File: config.mk
export PLATFORM = sky130hd
export DESIGN_NAME = led_chaser
export DESIGN_NICKNAME = d
export VERILOG_FILES = /design/src/rtl/led_chaser.sv
export SDC_FILE = /design/constraint.sdc
export NUM_CORES = 1
export LEC_CHECK = 0
export ABC_CLOCK_PERIOD_IN_PS = 2400
export CORE_ASPECT_RATIO = 0.8
export CORE_MARGIN = 1.5
export CORE_UTILIZATION = 30
export CTS_BUF_LIST = sky130_fd_sc_hd__clkbuf_16
export DETAILED_ROUTE_END_ITERATION = 6
export PLACE_DENSITY = 0.45
export SETUP_SLACK_MARGIN = 0.4
export SYNTH_ARGS = -nofsm -noshare
export SYNTH_HDL_FRONTEND = slang
export SYNTH_SLANG_ARGS = --single-unit
File: constraint.sdc
create_clock -name clk -period 2.4 [get_ports clk]
set_input_delay 0.24 -clock clk [delete_from_list [all_inputs] [get_ports clk]]
set_output_delay 0.24 -clock clk [all_outputs]
set_load 0.1 [all_outputs]
File: src/rtl/led_chaser.sv
// Prescaled LED chaser with left/right/bounce/bar-fill patterns, run/pause and step strobe.
// Optional 25% duty trailing LED is enabled by defining CHASER_TRAIL_EN.
module led_chaser #(
  parameter  int N_LEDS = 8,
  parameter  int DIV    = 6_250_000,
  localparam int POS_W  = (N_LEDS > 1) ? $clog2(N_LEDS) : 1
) (
  input  logic              clk,
  input  logic              rst,
  input  logic              en,
  input  logic [1:0]        mode,
  output logic [N_LEDS-1:0] led,
  output logic [POS_W-1:0]  pos,
  output logic              step
);

  localparam int CNT_W = $clog2(DIV) + 1;
  localparam logic [CNT_W-1:0]  CNT_LAST  = CNT_W'(DIV - 1);
  localparam logic [POS_W-1:0]  POS_LAST  = POS_W'(N_LEDS - 1);
  // Turnaround targets; guarded so a single-LED build never sees a negative constant.
  localparam logic [POS_W-1:0]  POS_TURN  = POS_W'((N_LEDS > 1) ? N_LEDS - 2 : 0);
  localparam logic [POS_W-1:0]  POS_ONE   = POS_W'((N_LEDS > 1) ? 1 : 0);
  localparam logic [N_LEDS-1:0] LED_RESET = N_LEDS'(1);

  typedef enum logic {
    UP   = 1'b0,
    DOWN = 1'b1
  } dir_t;

  logic [CNT_W-1:0]  cnt_reg, cnt_next;
  logic              tick;
  logic [POS_W-1:0]  pos_reg, pos_next, pos_inc, pos_dec;
  dir_t              dir_reg, dir_next;
  logic              step_reg;
  logic              fill_tick;
  logic [N_LEDS-1:0] led_reg, led_next;
  logic [N_LEDS-1:0] onehot_pos, bar_pos;

  // Prescaler: holds its count while paused so resuming does not restart the interval.
  always_comb begin
    cnt_next = cnt_reg;
    tick     = 1'b0;
    if (en) begin
      if (cnt_reg == CNT_LAST) begin
        cnt_next = '0;
        tick     = 1'b1;
      end else begin
        cnt_next = cnt_reg + 1'b1;
      end
    end
  end

  assign pos_inc = (pos_reg == POS_LAST) ? '0 : pos_reg + 1'b1;
  assign pos_dec = (pos_reg == '0) ? POS_LAST : pos_reg - 1'b1;

  // Mode is only looked at in the tick cycle; an unknown mode holds position and direction.
  always_comb begin
    pos_next  = pos_reg;
    dir_next  = dir_reg;
    fill_tick = 1'b0;
    if (tick) begin
      case (mode)
        2'b00: begin
          pos_next = pos_inc;
          dir_next = UP;
        end
        2'b01: begin
          pos_next = pos_dec;
          dir_next = DOWN;
        end
        2'b10: begin
          if (dir_reg == UP) begin
            if (pos_reg == POS_LAST) begin
              pos_next = POS_TURN;
              dir_next = DOWN;
            end else begin
              pos_next = pos_reg + 1'b1;
            end
          end else begin
            if (pos_reg == '0) begin
              pos_next = POS_ONE;
              dir_next = UP;
            end else begin
              pos_next = pos_reg - 1'b1;
            end
          end
        end
        2'b11: begin
          pos_next  = pos_inc;
          dir_next  = UP;
          fill_tick = 1'b1;
        end
        default: ;
      endcase
      if (N_LEDS == 1) pos_next = '0;
    end
  end

  genvar gi;
  generate
    for (gi = 0; gi < N_LEDS; gi++) begin : g_pattern
      assign onehot_pos[gi] = (pos_next == POS_W'(gi));
      assign bar_pos[gi]    = (POS_W'(gi) <= pos_next);
    end
  endgenerate

`ifdef CHASER_TRAIL_EN
  logic [POS_W-1:0]  prev_reg, prev_next;
  logic [1:0]        pwm_reg, pwm_next;
  logic              fill_reg, fill_next;
  logic [N_LEDS-1:0] onehot_prev;

  assign prev_next = tick ? pos_reg : prev_reg;
  assign pwm_next  = pwm_reg + 2'd1;
  // Bar mode is latched at the tick so a later mode change cannot alter the display.
  assign fill_next = tick ? fill_tick : fill_reg;

  generate
    for (gi = 0; gi < N_LEDS; gi++) begin : g_trail
      assign onehot_prev[gi] = (prev_next == POS_W'(gi));
    end
  endgenerate

  always_comb begin
    led_next = onehot_pos;
    if (fill_next) begin
      led_next = bar_pos;
    end else if (pwm_next == 2'd0) begin
      led_next = onehot_pos | onehot_prev;
    end
  end

  always_ff @(posedge clk or posedge rst) begin
    if (rst) begin
      prev_reg <= '0;
      pwm_reg  <= 2'd0;
      fill_reg <= 1'b0;
    end else begin
      prev_reg <= prev_next;
      pwm_reg  <= pwm_next;
      fill_reg <= fill_next;
    end
  end
`else
  assign led_next = fill_tick ? bar_pos : onehot_pos;
`endif

  always_ff @(posedge clk or posedge rst) begin
    if (rst) begin
      cnt_reg  <= '0;
      pos_reg  <= '0;
      dir_reg  <= UP;
      step_reg <= 1'b0;
      led_reg  <= LED_RESET;
    end else begin
      cnt_reg  <= cnt_next;
      pos_reg  <= pos_next;
      dir_reg  <= dir_next;
      step_reg <= tick;
`ifdef CHASER_TRAIL_EN
      led_reg  <= led_next;
`else
      if (tick) led_reg <= led_next;
`endif
    end
  end

  assign led  = led_reg;
  assign pos  = pos_reg;
  assign step = step_reg;

endmodule

# Word-level counts from Yosys, hierarchy flattened
# Index checks and enable logic that the tools add are counted.
[word_totals]
reg_bits = 37
latchBits = 0
mem_bits_rw = 0
mem_bits_ro = 0
in_bits = 5
out_inout_bits = 12
elab_cells = 49
n_memories = 0
[classes]
add_sub_neg = 3
multipliers = 0
div = 0
order_cmp = 8
eq_ne = 12
n_shift = 0
muxes = 17
bitwise_logic = 0
reduce_logical = 4
[ops]
columns = ["op", "count"]
rows = [
  ["adder 24 x 1 -> 24 bit, second input constant", 1],
  ["== test 24 x 23 -> 1 bit, second input constant", 1],
  ["2-to-1 mux 24 bit", 1],
  ["2-to-1 mux 3 bit", 6],
  ["== test 3 bit, second input constant", 5],
  ["<= comparator 3 bit, first input constant", 4],
  ["one-hot mux 3 bit (3 select lines)", 1],
  ["2-to-1 mux 8 bit", 1],
  ["2-to-1 mux 1 bit", 7],
  ["== test 3 x 2 -> 1 bit, second input constant", 2],
  ["<= comparator 1 x 3 -> 1 bit, first input constant", 2],
  ["<= comparator 2 x 3 -> 1 bit, first input constant", 2],
  ["logical NOT 3 bit", 2],
  ["== test 2 bit, second input constant", 2],
  ["adder 3 x 1 -> 3 bit, second input constant", 1],
  ["== test 3 x 1 -> 1 bit, second input constant", 1],
  ["one-hot mux 1 bit (3 select lines)", 1],
  ["subtractor 3 x 1 -> 3 bit, second input constant", 1],
  ["== test 2 x 1 -> 1 bit, second input constant", 1],
  ["logical NOT 2 bit", 1],
  ["OR reduction 2 bit", 1],
]

# Logic depth before layout (Yosys ltp)
[depth]
ltp_word = 7
depth_mapped = 8
depth_no_buf = 8

# Least setup slack after synthesis
# Ideal clock, no wire load.
[synth_timing]
path_type = "flip-flop to flip-flop"
from = "register pos_reg[0] (netlist: pos[0])"
to = "register led_reg[1] (netlist: led[1])"
setup_time_ns = 0.129
t_arrival_ns = 2.563
required_ns = 2.271
path_slack_ns = -0.291
stages_incl_launch_ff = 8
path_buffers = 0
period_less_slack_ns = 2.691
cell_sequence = "dfrtp_1 > inv_1 > ha_1 > or3b_1 > a311oi_1 > o21ai_0 > a21oi_1 > o21ai_0"
[synth_between]
elab_chain_len = 7
elab_cells_between_ends = 14
classes_between = "2 x add/sub; 1 x order compare; 2 x eq/ne; 8 x mux; 1 x reduce/logical"
[synth_rtl]
columns = ["item", "line", "rtl"]
rows = [
  ["start, declared", "32", "logic [POS_W-1:0] pos_reg, pos_next, pos_inc, pos_dec;"],
  ["start signal, assigned", "157", "pos_reg <= pos_next;"],
  ["adder 3 x 1 -> 3 bit, or another cell as far along", "53, 77", ""],
  ["2-to-1 mux 3 bit, on equally long branches", "73, 80", ""],
  ["2-to-1 mux 3 bit", "72", "if (dir_reg == UP) begin"],
  ["one-hot mux 3 bit (3 select lines)", "62", "case (mode)"],
  ["2-to-1 mux 3 bit *", "61", "if (tick) begin"],
  ["<= comparator 1 x 3 -> 1 bit or == test 3 x 1 -> 1 bit (tied branches)", "103, 102", ""],
  ["2-to-1 mux 8 bit *", "145", "assign led_next = fill_tick ? bar_pos : onehot_pos;"],
  ["end signal, assigned", "163", "if (tick) led_reg <= led_next;"],
  ["end, declared", "36", "logic [N_LEDS-1:0] led_reg, led_next;"],
]
# Mark *: on every way between the ends. The rest lies on a longest branch, timed or not.
# A chain may end at the register's enable or synchronous reset.

# Worst setup path after layout
[layout_timing]
from = "register pos_reg[1] (netlist: pos[1])"
to = "register led_reg[7] (netlist: led[7])"
[layout_between]
elab_chain_len = 7
elab_cells_between_ends = 14
classes_between = "2 x add/sub; 1 x order compare; 2 x eq/ne; 8 x mux; 1 x reduce/logical"
[layout_rtl]
columns = ["item", "line"]
rows = [
  ["adder 3 x 1 -> 3 bit, or another cell as far along", "53, 77"],
  ["2-to-1 mux 3 bit, on equally long branches", "73, 80"],
  ["2-to-1 mux 3 bit", "72"],
  ["one-hot mux 3 bit (3 select lines)", "62"],
  ["2-to-1 mux 3 bit *", "61"],
  ["<= comparator 3 bit or == test 3 bit (tied branches)", "103, 102"],
  ["2-to-1 mux 8 bit *", "145"],
]
# Marks and branches as above.

==> results.md <==
* Status: finished, final reports clean
* Die width at 95.21 um
* CP arrival at 2.30 ns
* Clock transition at the registers of the reported paths at 0.06 ns
* CTS root buf: clkbuf_16
* # diodes at 0
* DRT Wirelength at 4989 um
* Row count at 26
* Clock sink count at 37
* Initial Utilization at 31.52%
* Req. time, crit path at 2.62 ns
* Max-slew headroom at 68.52%
* Max Clock Skew at 0.004620 ns
* Drt via density at 4.929
* CP max stage delay at 0.50 ns
* Max IR drop VDD at 0.3045 mV
* Area grow syn2layout at 32.92%
* Core ar. at 6474 um2
* Pleak at 1.131 nW
* DP Wirelength at 3450 um
* Share of the yosys chip area belonging to registers at 45.43%
* Final GP Congestion at 0.7746
* Die area at 7309 um2
* #FFs+latches synth at 37
* Util after Layout at 41.90%
* Vias in the first global route at 1633
* R2R Path End: led[7]$_DFFE_PP0N_
* Syn_nets at 232
* CP endpoint: led[7]$_DFFE_PP0N_
* Post-synth top area share at 44.14%
* Final Max Slew Viols at 0
* Final WS setup at 0.3261 ns
* Crit path from: pos[1]$_DFF_PP0_
* Port bufs at 16
* Main area contributors after synthesis: dfrtp_1 44%, xnor2_1 8.2%, ha_1 5.5%
* CP Class: reg2reg
* Post-DR wirelength/cell at 14.67 um
* EDFF count, synth at 0
* Final Hold Viols at 0
* Routed vias at 1676
* Ys async rst share at 100.0%
* Final worst path period share at 86.41%
* Post-layout min period at 2.074 ns
* Mapped Cells at 218
* Power per cell area at 596.9 nW/um2
* Initial antenna violation count at 0
* Cell taking the most area after synthesis: dfrtp_1
* CTS tree: yes
* Slowest-stage cell, CP: dfrtp_4
* Buffer levels on the longest clock path at 2
* Top FF cell, synth: dfrtp_1
* Dpl cells at 323
* Synth warn at 0
* RR Startpoint: pos[1]$_DFF_PP0_
* Share of layout cells above drive strength 1 at 28.91%
* Pre-CTS setup slack at 0.1165 ns
* Mapped Area at 2041 um2
* H-tree levels at 2
* Reg-to-reg slack, setup at 0.33 ns
* Fin cells at 340
* Largest net degree at the start of global routing at 38
* Syn_area_per_cell at 9.361 um2
* Clock Latency Late Sink at 0.28 ns
* # IOs at 17
* Total gr overflow at 0
* First-pass GRT wire length at 8424 um
* Maximum fanout along the worst path at 5
* Max Clock Freq at 482.2 MHz
* Layout Nets at 269
* Tot GR Track Use at 15.04%
* Synth unique cells at 42
* MaxCap Viol Count at 0
* Final setup viols at 0
* DR iter-0 viols at 123
* Reg2Reg Depth at 7
* Routed Antenna Nets at 0
* Max reg flops at 24
* Kind of start point of the critical path: flop
* Critical path cell sequence: inv_4, ha_4, or3b_1, a311oi_2, o21ai_2, nor4_2, a21o_1
* Worst min-delay path class: in2async
* RSZ-0062 raised after global routing: true
* Chip Height at 76.77 um
* DRC at 0
* CTS Buf Count at 5
* Worst-Margin Slew at 0.4693 ns
* Drt pass-1 iters at 4
* Setup TNS at 0 ns
* CP Capture Type: flop
==> synth_stat cells (3+ instances only) <==
library cell  number
nor2_1            21
a211oi_1           3
nor3_1            11
or4_1              3
a31oi_1            3
a21oi_1            7
inv_1             11
nor4_1             3
nand2_1           22
a21o_1             3
o21ai_0           13
xor2_1             3
and2_1             3
nand3_1           11
xnor2_1           19
nand4_1            5
ha_1               9
dfrtp_1           36
==> worst max-delay path, delay by kind of cell (launching register included) <==
kind | cells | cell delay [ns]
adder cells (fa/ha/maj) | 1 | 0.14
buffers and inverters | 1 | 0.09
AO/OA/AOI/OAI | 3 | 0.63
AND/OR/NAND/NOR | 2 | 0.65
flip-flops | 1 | 0.50
==> kinds of logic after synthesis <==
logic type	Yosys count	share of synthesized area (%)
AOI/OAI and AO/OA	36	10.55
xor gates and xnor gates	22	9.442
adders and majority gates	9	5.518
buffers and inverters	16	3.434
DFF	37	45.43
muxes	3	1.533
and+or+nand+nor	95	24.10
==> what timing repair did <==
item | in CTS | in global routing
pin swaps | 10 | 15
resized for setup | 13 | 18
hold buffers | 0 | 0
setup buffers | 4 | 5
endpoints found under the setup margin | 10 | 13
==> area by class of cell <==
cell class / count / area, um2
Sequential cell: 37 / 944.7
Multi-Input combinational cell: 165 / 1197
Timing Repair Buffer: 35 / 280.3
Clock inverter: 3 / 13.76
Clock buffer: 5 / 125.1
Inverter: 11 / 46.29
Fill cell: 642 / 3761
Tap cell: 84 / 105.1
==> how the worst min path moves through the flow <==
stage          cells after the start  slack [ns]                       to
6_report                           3        0.38           step$_DFF_PP0_
5_1_grt                            3        0.43  cnt_reg[11]$_DFFE_PP0P_
4_1_cts                            3        0.40  cnt_reg[12]$_DFFE_PP0P_
3_5_place_dp                       1        0.47       led[7]$_DFFE_PP0N_
3_3_place_gp                       1        0.48       led[7]$_DFFE_PP0N_
2_1_floorplan                      2        0.39   cnt_reg[2]$_DFFE_PP0P_
==> where the power goes <==
group | internal [mW] | leakage, nW | switching [mW]
logic | 0.126 | 0.585 | 0.124
clock network | 0.377 | 0.0748 | 0.241
registers | 0.686 | 0.472 | 0.0650
==> metrics by stage <==
stage / area [um2] / hold WS, ns / power [mW]
2_1_floorplan: 2088 / 0.3900 / 0.9225
3_3_place_gp: 2376 / 0.4774 / 0.9757
3_5_place_dp: 2376 / 0.4746 / 0.9797
4_1_cts: 2592 / 0.4037 / 1.613
5_1_grt: 2713 / 0.4341 / 1.721
6_report: 2713 / 0.3781 / 1.619
==> cells in the final DEF, fill, tap and decap left out, types with 3 or more instances in the layout <==
cell type,count
inv_1,10
clkbuf_16,5
ha_1,5
a21o_1,3
dfrtp_4,3
clkdlybuf4s50_1,4
o21ai_0,6
a21oi_1,7
buf_4,29
and2_1,3
o21ai_2,5
nand2_1,21
nor2_1,21
xor2_1,3
o21ai_1,4
nand4_1,5
dfrtp_1,28
xnor2_1,19
nor4_2,3
ha_4,4
a31oi_1,3
dfrtp_2,5
nor3_1,10
nand3_1,10
==> per-layer routing <==
metal / share of wire (%) / GRT usage, %
met5: 0 / 0
met4: 1.3 / 5.373
met3: 2.7 / 2.976
met2: 40 / 19.01
met1: 56 / 24.28
(Power assumes the default switching activity.)
